<file path="src/rtl/demux_stream_1to2_if.sv">
// demux_stream_1to2_if: input and two output valid/ready streams of the 1-to-2 demultiplexer
interface demux_stream_1to2_if #(parameter int Width = 32) ();
  logic [Width-1:0] in_data;
  logic             in_sel;
  logic             in_valid;
  logic             in_ready;
  logic [Width-1:0] out0_data;
  logic             out0_valid;
  logic             out0_ready;
  logic [Width-1:0] out1_data;
  logic             out1_valid;
  logic             out1_ready;
  modport master (
    output in_data, in_sel, in_valid, out0_ready, out1_ready,
    input  in_ready, out0_data, out0_valid, out1_data, out1_valid
  );
  modport slave (
    input  in_data, in_sel, in_valid, out0_ready, out1_ready,
    output in_ready, out0_data, out0_valid, out1_data, out1_valid
  );
endinterface

</file>
<file path="src/rtl/demux_stream_1to2.sv">
// demux_stream_1to2: registered 1-to-2 stream demux with a 2-entry FIFO per channel; beat counters built only with DEMUX_STREAM_CNT_EN
module demux_stream_1to2 #(
  parameter int Width    = 32,
  parameter int CntWidth = 16
) (
  input  logic                clk,
  input  logic                rst,
  demux_stream_1to2_if.slave  bus,
  output logic [CntWidth-1:0] cnt0,
  output logic [CntWidth-1:0] cnt1
);
  logic [Width-1:0] q [2][2];
  logic [1:0]       occ [2];
  logic [1:0]       rem [2];
  logic [1:0]       rdy, vld, pop, push;
  logic             acc;
  assign bus.in_ready = (bus.in_sel ? occ[1] : occ[0]) != 2'd2;
  assign acc  = bus.in_valid && bus.in_ready;
  assign rdy  = {bus.out1_ready, bus.out0_ready};
  assign push = {acc && bus.in_sel, acc && !bus.in_sel};
  always_comb begin
    vld = '0;
    pop = '0;
    rem[0] = '0;
    rem[1] = '0;
    for (int c = 0; c < 2; c++) begin
      vld[c] = occ[c] != 2'd0;
      pop[c] = vld[c] && rdy[c];
      rem[c] = occ[c] - 2'(pop[c]);
    end
  end
  // slot 0 is the head; a push lands at the first slot left free after this cycle's pop
  always_ff @(posedge clk) begin
    for (int c = 0; c < 2; c++) begin
      if (rst) begin
        occ[c]  <= '0;
        q[c][0] <= '0;
        q[c][1] <= '0;
      end else begin
        if (pop[c]) q[c][0] <= q[c][1];
        if (push[c]) q[c][rem[c][0]] <= bus.in_data;
        occ[c] <= rem[c] + 2'(push[c]);
      end
    end
  end
  assign bus.out0_valid = vld[0];
  assign bus.out1_valid = vld[1];
  assign bus.out0_data  = vld[0] ? q[0][0] : '0;
  assign bus.out1_data  = vld[1] ? q[1][0] : '0;
`ifdef DEMUX_STREAM_CNT_EN
  always_ff @(posedge clk) begin
    if (rst) begin
      cnt0 <= '0;
      cnt1 <= '0;
    end else begin
      if (push[0]) cnt0 <= cnt0 + CntWidth'(1);
      if (push[1]) cnt1 <= cnt1 + CntWidth'(1);
    end
  end
`else
  assign cnt0 = '0;
  assign cnt1 = '0;
`endif
endmodule

</file>
<file path="src/flat_wrapper.sv">
// flat-port wrapper written by rule: the top's interface ports become plain ports
module demux_stream_1to2_flat 
#(
  parameter int Width    = 32,
  parameter int CntWidth = 16
)
  (clk, rst, cnt0, cnt1, bus_in_data, bus_in_sel, bus_in_valid, bus_out0_ready, bus_out1_ready, bus_in_ready, bus_out0_data, bus_out0_valid, bus_out1_data, bus_out1_valid);
  demux_stream_1to2_if #(.Width(Width)) bus_i ();
  input  logic clk;
  input  logic rst;
  output logic [CntWidth-1:0] cnt0;
  output logic [CntWidth-1:0] cnt1;
  input wire logic [$bits(bus_i.in_data)-1:0] bus_in_data;
  input wire logic [$bits(bus_i.in_sel)-1:0] bus_in_sel;
  input wire logic [$bits(bus_i.in_valid)-1:0] bus_in_valid;
  input wire logic [$bits(bus_i.out0_ready)-1:0] bus_out0_ready;
  input wire logic [$bits(bus_i.out1_ready)-1:0] bus_out1_ready;
  output wire logic [$bits(bus_i.in_ready)-1:0] bus_in_ready;
  output wire logic [$bits(bus_i.out0_data)-1:0] bus_out0_data;
  output wire logic [$bits(bus_i.out0_valid)-1:0] bus_out0_valid;
  output wire logic [$bits(bus_i.out1_data)-1:0] bus_out1_data;
  output wire logic [$bits(bus_i.out1_valid)-1:0] bus_out1_valid;
  assign bus_i.in_data = bus_in_data;
  assign bus_i.in_sel = bus_in_sel;
  assign bus_i.in_valid = bus_in_valid;
  assign bus_i.out0_ready = bus_out0_ready;
  assign bus_i.out1_ready = bus_out1_ready;
  assign bus_in_ready = bus_i.in_ready;
  assign bus_out0_data = bus_i.out0_data;
  assign bus_out0_valid = bus_i.out0_valid;
  assign bus_out1_data = bus_i.out1_data;
  assign bus_out1_valid = bus_i.out1_valid;
  demux_stream_1to2 #(.Width(Width), .CntWidth(CntWidth)) u_core (.clk(clk), .rst(rst), .bus(bus_i), .cnt0(cnt0), .cnt1(cnt1));
endmodule
</file>
<file path="config.mk">
export PLATFORM = sky130hd
export DESIGN_NAME = demux_stream_1to2_flat
export DESIGN_NICKNAME = d
export VERILOG_FILES = /design/src/rtl/demux_stream_1to2_if.sv /design/src/rtl/demux_stream_1to2.sv /design/src/flat_wrapper.sv
export SDC_FILE = /design/constraint.sdc
export NUM_CORES = 1
export LEC_CHECK = 0
export ABC_AREA = 1
export CORE_MARGIN = 5
export CORE_UTILIZATION = 45
export CTS_BUF_LIST = sky130_fd_sc_hd__clkbuf_4
export DETAILED_ROUTE_END_ITERATION = 16
export PLACE_DENSITY = 0.75
export SETUP_SLACK_MARGIN = 0.15
export SYNTH_ARGS = -nofsm -noshare
export SYNTH_HDL_FRONTEND = slang
export SYNTH_SLANG_ARGS = --single-unit
export TNS_END_PERCENT = 100
</file>
<file path="constraint.sdc">
create_clock -name clk -period 2.5 [get_ports clk]
set_input_delay 0.5 -clock clk [delete_from_list [all_inputs] [get_ports clk]]
set_output_delay 0.5 -clock clk [all_outputs]
set_load 0.02 [all_outputs]
</file>
==> results of run 1 <==
==> routing by layer <==
| metal | GRT usage [%] | wire length (um) | share of wire, % |
|---|---|---|---|
| met1 | 20.8 | 6280 | 41 |
| met2 | 32.0 | 7830 | 51 |
| met3 | 3.91 | 907 | 6.0 |
| met4 | 6.99 | 209 | 1.4 |
| met5 | 0 | 0 | 0 |
==> sequential cells by signal, summed over array words and instances, names as in the netlist <==
register / count
u_core.q: 128
u_core.occ: 4
==> placed cells by master, fill, tap and decap left out <==
| cell | count |
|---|---|
| a21oi_1 | 2 |
| buf_12 | 5 |
| buf_4 | 22 |
| buf_6 | 1 |
| bufinv_16 | 1 |
| clkbuf_4 | 18 |
| clkdlybuf4s50_1 | 38 |
| clkinv_2 | 3 |
| clkinv_4 | 5 |
| clkinvlp_4 | 2 |
| conb_1 | 32 |
| dfxtp_1 | 2 |
| dfxtp_2 | 2 |
| dlygate4sd2_1 | 66 |
| edfxtp_1 | 128 |
| ha_1 | 4 |
| inv_1 | 173 |
| inv_2 | 3 |
| inv_6 | 3 |
| nand2_1 | 135 |
| nand2_2 | 3 |
| nand2_4 | 1 |
| nand3_1 | 66 |
| nand3_2 | 2 |
| nand3_4 | 1 |
| nand4_1 | 1 |
| nor2_1 | 196 |
| nor2_2 | 1 |
| nor2_4 | 4 |
| o211ai_2 | 1 |
| o21ai_0 | 2 |
| xnor2_1 | 2 |
==> final timing paths <==
kind / end / slack, ns / depth (start not counted)
worst min-delay path: u_core.occ[1][1] / 0.51 / 2
worst min register to register: u_core.occ[1][1] / 0.51 / 2
worst max register to register: u_core.q[0][43] / 0.46 / 7
worst max-delay path: bus_out0_data[28] / 0.25 / 4
==> report_power, final <==
part           internal (mW)  total (mW)  switching, mW
clock                  0.514        1.35          0.838
combinational          0.815        2.56           1.75
sequential              2.89        3.01          0.120
total                   4.22        6.93           2.71
==> logic make-up after synthesis <==
family / synth area share [%]
and+or+nand+nor: 24.5
buffers and inverters: 16.1
DFF: 57.9
AOI/OAI and AO/OA: 0.480
adders and majority gates: 0.739
xor gates and xnor gates: 0.259
other: 0.0553
==> worst reg2reg max path, delay by kind of cell, from the launching register on <==
kind,cells,cell delay (ns)
fa+ha+maj,1,0.30
buf+inv,2,0.10
flops,1,0.37
simple gates,4,0.85
==> cell type report <==
type	count	area share [%]
timing repair buffer	132	15.0
inverter	176	8.02
tap	184	2.80
sequential	132	47.7
clock inverter	14	1.58
clock buffer	18	1.64
multi-input combinational	453	23.3
==> what timing repair did <==
item / in CTS / in global routing
hold endpoints to repair: 0 / 0
endpoints found under the setup margin: 66 / 0
gates resized for setup: 72 / 0
buffers inserted: 0 / 0
hold buffers: 0 / 0
==> run_results.csv, run 1 <==
group,metric,value,unit
worst_hold_path,min_path_type,"reg -> reg",
global_routing,overflow,0,
worst_setup_path,cp_data_required_time,2.00,ns
floorplan,start_util,46.3,%
global_routing,globalRouteTotalUtil,17.9,%
logic_synthesis,syn_inst,800,
clock_tree,clock_tree.root_cell,"clkbuf_4",
worst_setup_path,path_buf_inv,2,
logic_synthesis,synth.area.top_cells,"edfxtp_1 57%, nor2_1 11%, inv_1 9.6%, nand2_1 7.6%, nand3_1 5.0%",
drt,dr.pass1.iters,4,
placement,dp.cells,1077,
status,status,"completed",
cells_and_area,area_growth,21.5,%
cells_and_area,postLayoutCoreUtil,56.2,%
timing,rsz0062_at_grt,"no",
clock_tree,cts-htree-levels,4,
worst_setup_path,critPathMaxStageDelay,0.41,ns
drt,via_per_inst,4.54,
worst_setup_path,end_kind,"output port",
logic_synthesis,synth_edf_count,128,
clock_tree,cts_buffer_depth,2,
cells_and_area,diodes,0,
drt,avgRoutedWirePerCell,13.7,um
clock_tree,clkTransAtPathRegs,0.11,ns
worst_setup_path,crit_family,"buffers and inverters",
floorplan,die_x,133,um
logic_synthesis,synth_ff_type,"edfxtp_1",
timing,fmax,0.445,GHz
drt,drt_iter0_drc,336,
worst_setup_path,r2r_start,"u_core.occ[0][0]",
clock_tree,clkLatencyLatePin,0.54,ns
worst_setup_path,setup.worst_path.start,"u_core.occ[0][1]",
cells_and_area,final_cells,1109,
global_routing,grt_max_degree,33,
timing,slew_headroom,65.9,%
timing,setup_tns,0,ns
placement,gp_congestion,0.812,
timing,drv_slew,0,
floorplan,die-area,17600,sq um
cells_and_area,finalInstanceArea,8240,sq um
timing,clock_skew,0.0154,ns
drt,via_count,5031,
clock_tree,cts_sinks,132,
logic_synthesis,synth_common_cells,"196 x nor2_1, 173 x inv_1, 137 x nand2_1, 128 x edfxtp_1, 68 x nand3_1",
cells_and_area,multi_input_area,1920,sq um
power,report.power.total,6.93,mW
logic_synthesis,synth_top_area_cell,"edfxtp_1",
cells_and_area,num-fill-cells,1372,
worst_setup_path,cp_cell_sequence,"nor2_4, buf_12, nor2_1, dlygate4sd2_1",
logic_synthesis,syn_avg_cell_area,8.47,sq um
floorplan,ios,137,
run,cap_violations,0,
placement,dp_hpwl,10400,um
timing,setup_viol,0,
worst_setup_path,startpoint_type,"register",
worst_hold_path,holdCritStartpoint,"u_core.occ[1][1]",
logic_synthesis,synth_warnings,0,
timing,finalHoldViolations,0,
logic_synthesis,synth_top_area_share,56.7,%
global_routing,grt_pass1_vias,4987,
timing,hold_ws,0.511,ns
power,ir_drop,0.409,mV
drt,drc,0,
cells_and_area,seq_area,3930,sq um
floorplan,core.rowCount,44,
logic_synthesis,seq_area_frac_synth,57.9,%
drt,drt-total-wl,15200,um
placement,io_buffers,104,
logic_synthesis,synth_area,6780,sq um
cells_and_area,drive_gt1_share,8.43,%
clock_tree,cts_tree,"built",
worst_setup_path,worst_path_max_delay_cell,"dfxtp_1",
logic_synthesis,synthArstFlopShare,0,%
floorplan,die_y,133,um
global_routing,antenna_found_initial,0,
power,p_leak,4.11,nW
logic_synthesis,ys_seq_elements,132,
worst_setup_path,crit_fanout,23,
logic_synthesis,ys_types,22,
logic_synthesis,synth.most_common_cell,"nor2_1",
worst_setup_path,crit_type,"reg -> out",
drt,drtAntennaViolNets,0,
timing,fin_crit_sh,89.8,%
floorplan,core,14600,sq um
worst_setup_path,arrival,1.75,ns
cells_and_area,nets,954,
timing,period_minus_slack,2.25,ns
global_routing,grt_pass1_wl,24800,um
timing,worstMarginPinSlew,0.512,ns
clock_tree,cts_made_buffers,17,
placement,post_dp_cell_area,8030,sq um
placement,place_ws,0.115,ns
power,p_per_area,841,nW/um^2
timing,setup_slack,0.254,ns
Note: power is estimated with default switching activity, not from simulation.
==> inputs of run 2 (changes only) <==
--- a/config.mk
+++ b/config.mk
@@ -6,11 +6,10 @@
 export NUM_CORES = 1
 export LEC_CHECK = 0
 export ABC_AREA = 1
-export CORE_MARGIN = 5
 export CORE_UTILIZATION = 45
 export CTS_BUF_LIST = sky130_fd_sc_hd__clkbuf_4
 export DETAILED_ROUTE_END_ITERATION = 16
-export PLACE_DENSITY = 0.75
+export PLACE_DENSITY = 0.72
 export SETUP_SLACK_MARGIN = 0.15
 export SYNTH_ARGS = -nofsm -noshare
 export SYNTH_HDL_FRONTEND = slang
==> constraint.sdc (replaced) <==
create_clock -name clk -period 2.3 [get_ports clk]
set_input_delay 0.46 -clock clk [delete_from_list [all_inputs] [get_ports clk]]
set_output_delay 0.46 -clock clk [all_outputs]
set_load 0.02 [all_outputs]
==> run 2 against run 1 <==
Via count grew 2.7%; sequential cell count is the same; final area grew 1.4%; clock skew grew 0.0032 ns; clock-buffer cell count grew 5; largest cell class unchanged; largest power group unchanged.
==> run_results.csv, run 2 (synthesis results as in run 1) <==
group,metric,value,unit
status,status,"completed",
drt,drt_iter0_drc,441,
global_routing,grt_pass1_wl,24900,um
drt,drt-total-wl,15200,um
floorplan,die_x,125,um
clock_tree,cts_sinks,132,
clock_tree,cts_tree,"built",
clock_tree,clock_tree.root_cell,"clkbuf_4",
cells_and_area,largest_reg_flops,128,
timing,rsz0062_at_grt,"yes",
clock_tree,cts_buffer_depth,2,
worst_hold_path,hold-path-cell-count,2,
worst_setup_path,path_buf_inv,2,
cells_and_area,layout_common_cells,"196 x nor2_1, 173 x inv_1, 135 x nand2_1",
cells_and_area,final_cells,1121,
worst_setup_path,crit_type,"reg -> out",
floorplan,core,14600,sq um
timing,hold_ws,0.512,ns
worst_setup_path,arrival,1.62,ns
timing,period_minus_slack,2.08,ns
timing,setup_slack,0.224,ns
worst_setup_path,critPathMaxStageDelay,0.42,ns
worst_setup_path,crit_fanout,26,
drt,via_count,5166,
cells_and_area,regMostFlops,"u_core.q",
floorplan,core.rowCount,44,
clock_tree,cts_made_buffers,17,
timing,finalHoldViolations,0,
global_routing,grt_max_degree,27,
clock_tree,clkLatencyLatePin,0.54,ns
timing,fin_crit_sh,90.3,%
placement,post_dp_cell_area,8200,sq um
worst_setup_path,r2r_start,"u_core.occ[0][1]",
worst_hold_path,min_path_type,"reg -> reg",
floorplan,die_y,125,um
drt,via_per_inst,4.61,
worst_hold_path,whs_endpoint,"u_core.occ[1][1]",
run,cap_violations,0,
placement,dp_hpwl,10400,um
worst_hold_path,holdCritStartpoint,"u_core.occ[1][1]",
cells_and_area,nets,965,
power,p_per_area,913,nW/um^2
placement,place_ws,-0.132,ns
drt,dr.pass1.iters,5,
cells_and_area,area_growth,23.3,%
floorplan,start_util,46.4,%
cells_and_area,drive_gt1_share,11.1,%
placement,gp_congestion,0.803,
worst_setup_path,cp_data_required_time,1.84,ns
worst_setup_path,reg2reg_slack,0.26,ns
drt,drc,0,
floorplan,ios,137,
clock_tree,cts-htree-levels,4,
worst_setup_path,end_kind,"output port",
floorplan,die-area,15600,sq um
worst_setup_path,startpoint_type,"register",
timing,drv_slew,0,
cells_and_area,mostFrequentLayoutCell,"nor2_1",
clock_tree,clkTransAtPathRegs,0.10,ns
timing,clock_skew,0.0186,ns
timing,fmax,0.482,GHz
worst_setup_path,reg2reg_to,"u_core.q[0][30]",
placement,dp.cells,1087,
cells_and_area,top_regs,"u_core.q x128, u_core.occ x4",
placement,io_buffers,104,
worst_setup_path,ff2ff_path_depth,10,
global_routing,grt_pass1_vias,5009,
power,report.power.total,7.62,mW
global_routing,globalRouteTotalUtil,20.9,%
global_routing,antenna_found_initial,1,
worst_setup_path,crit_family,"buffers and inverters",
global_routing,overflow,0,
cells_and_area,finalInstanceArea,8350,sq um
timing,setup_viol,0,
drt,avgRoutedWirePerCell,13.6,um
worst_setup_path,worst_path_max_delay_cell,"dfxtp_1",
drt,drtAntennaViolNets,0,
worst_setup_path,cp_cell_sequence,"nor2_4, buf_12, nor2_1, dlygate4sd2_1",
power,ir_drop,0.413,mV
power,p_leak,4.11,nW
==> run 2: worst max-delay path by stage <==
| stage | startpoint | to | cells past startpoint |
|---|---|---|---|
| after floorplan | u_core.occ[1][1] | u_core.q[1][0] | 8 |
| after global placement | bus_in_sel | bus_in_ready | 6 |
| after detailed placement | bus_in_sel | bus_in_ready | 6 |
| after CTS | u_core.occ[1][1] | bus_out1_data[12] | 4 |
| after global routing | u_core.occ[0][1] | bus_out0_data[18] | 4 |
| final | u_core.occ[0][1] | bus_out0_data[18] | 4 |
==> run 2: per-stage QoR <==
step | setup TNS (ns) | util (%)
finish | 0 | 57.3
global route | 0 | 57.3
CTS | 0 | 57.5
detailed placement | -0.132 | 56.2
global placement | -0.0932 | 56.2
floorplan | 0 | -
==> run 2: metal layers <==
layer	track usage (%)	share of wire, %
met5	0	0
met4	9.50	2.1
met3	3.74	7.0
met2	34.4	49
met1	26.8	42
==> run 2: worst min-delay path, delay by kind of cell (launching register included) <==
family	cells	cell delay, ns
flip-flops	1	0.36
buffers and inverters	1	0.07
AO/OA/AOI/OAI	1	0.05
==> run 2: cell type report <==
cell class | instances | area [sq um]
diodes | 1 | 2.50
clock buffers | 23 | 173
clock inverters | 9 | 66.3
fillers | 1317 | 6240
inverters | 176 | 661
multi-input cells | 453 | 1930
flip-flops and latches | 132 | 3930
well taps | 184 | 230
repair buffers | 143 | 1370
==> run 2: where the power goes <==
group          leakage, nW  internal (mW)  total [mW]  switching (mW)
sequential            1.37           3.14        3.27           0.132
clock                0.136          0.587        1.38           0.795
combinational         2.60           1.01        2.97            1.96
==> run 2: repair_timing <==
item	4_1_cts	5_1_grt
setup endpoints to repair	67	65
resized for setup	80	43
pin swaps	1	0
hold buffers	0	0
hold endpoints to repair	0	0
setup buffers	1	0
==> inputs of run 3 (changes only) <==
--- a/config.mk
+++ b/config.mk
@@ -9,6 +9,7 @@
 export CORE_UTILIZATION = 45
 export CTS_BUF_LIST = sky130_fd_sc_hd__clkbuf_4
 export DETAILED_ROUTE_END_ITERATION = 16
+export GPL_ROUTABILITY_DRIVEN = 0
 export PLACE_DENSITY = 0.72
 export SETUP_SLACK_MARGIN = 0.15
 export SYNTH_ARGS = -nofsm -noshare
==> results of run 3 <==
No change in the layout: final DEF, timing and power equal those of run 2.
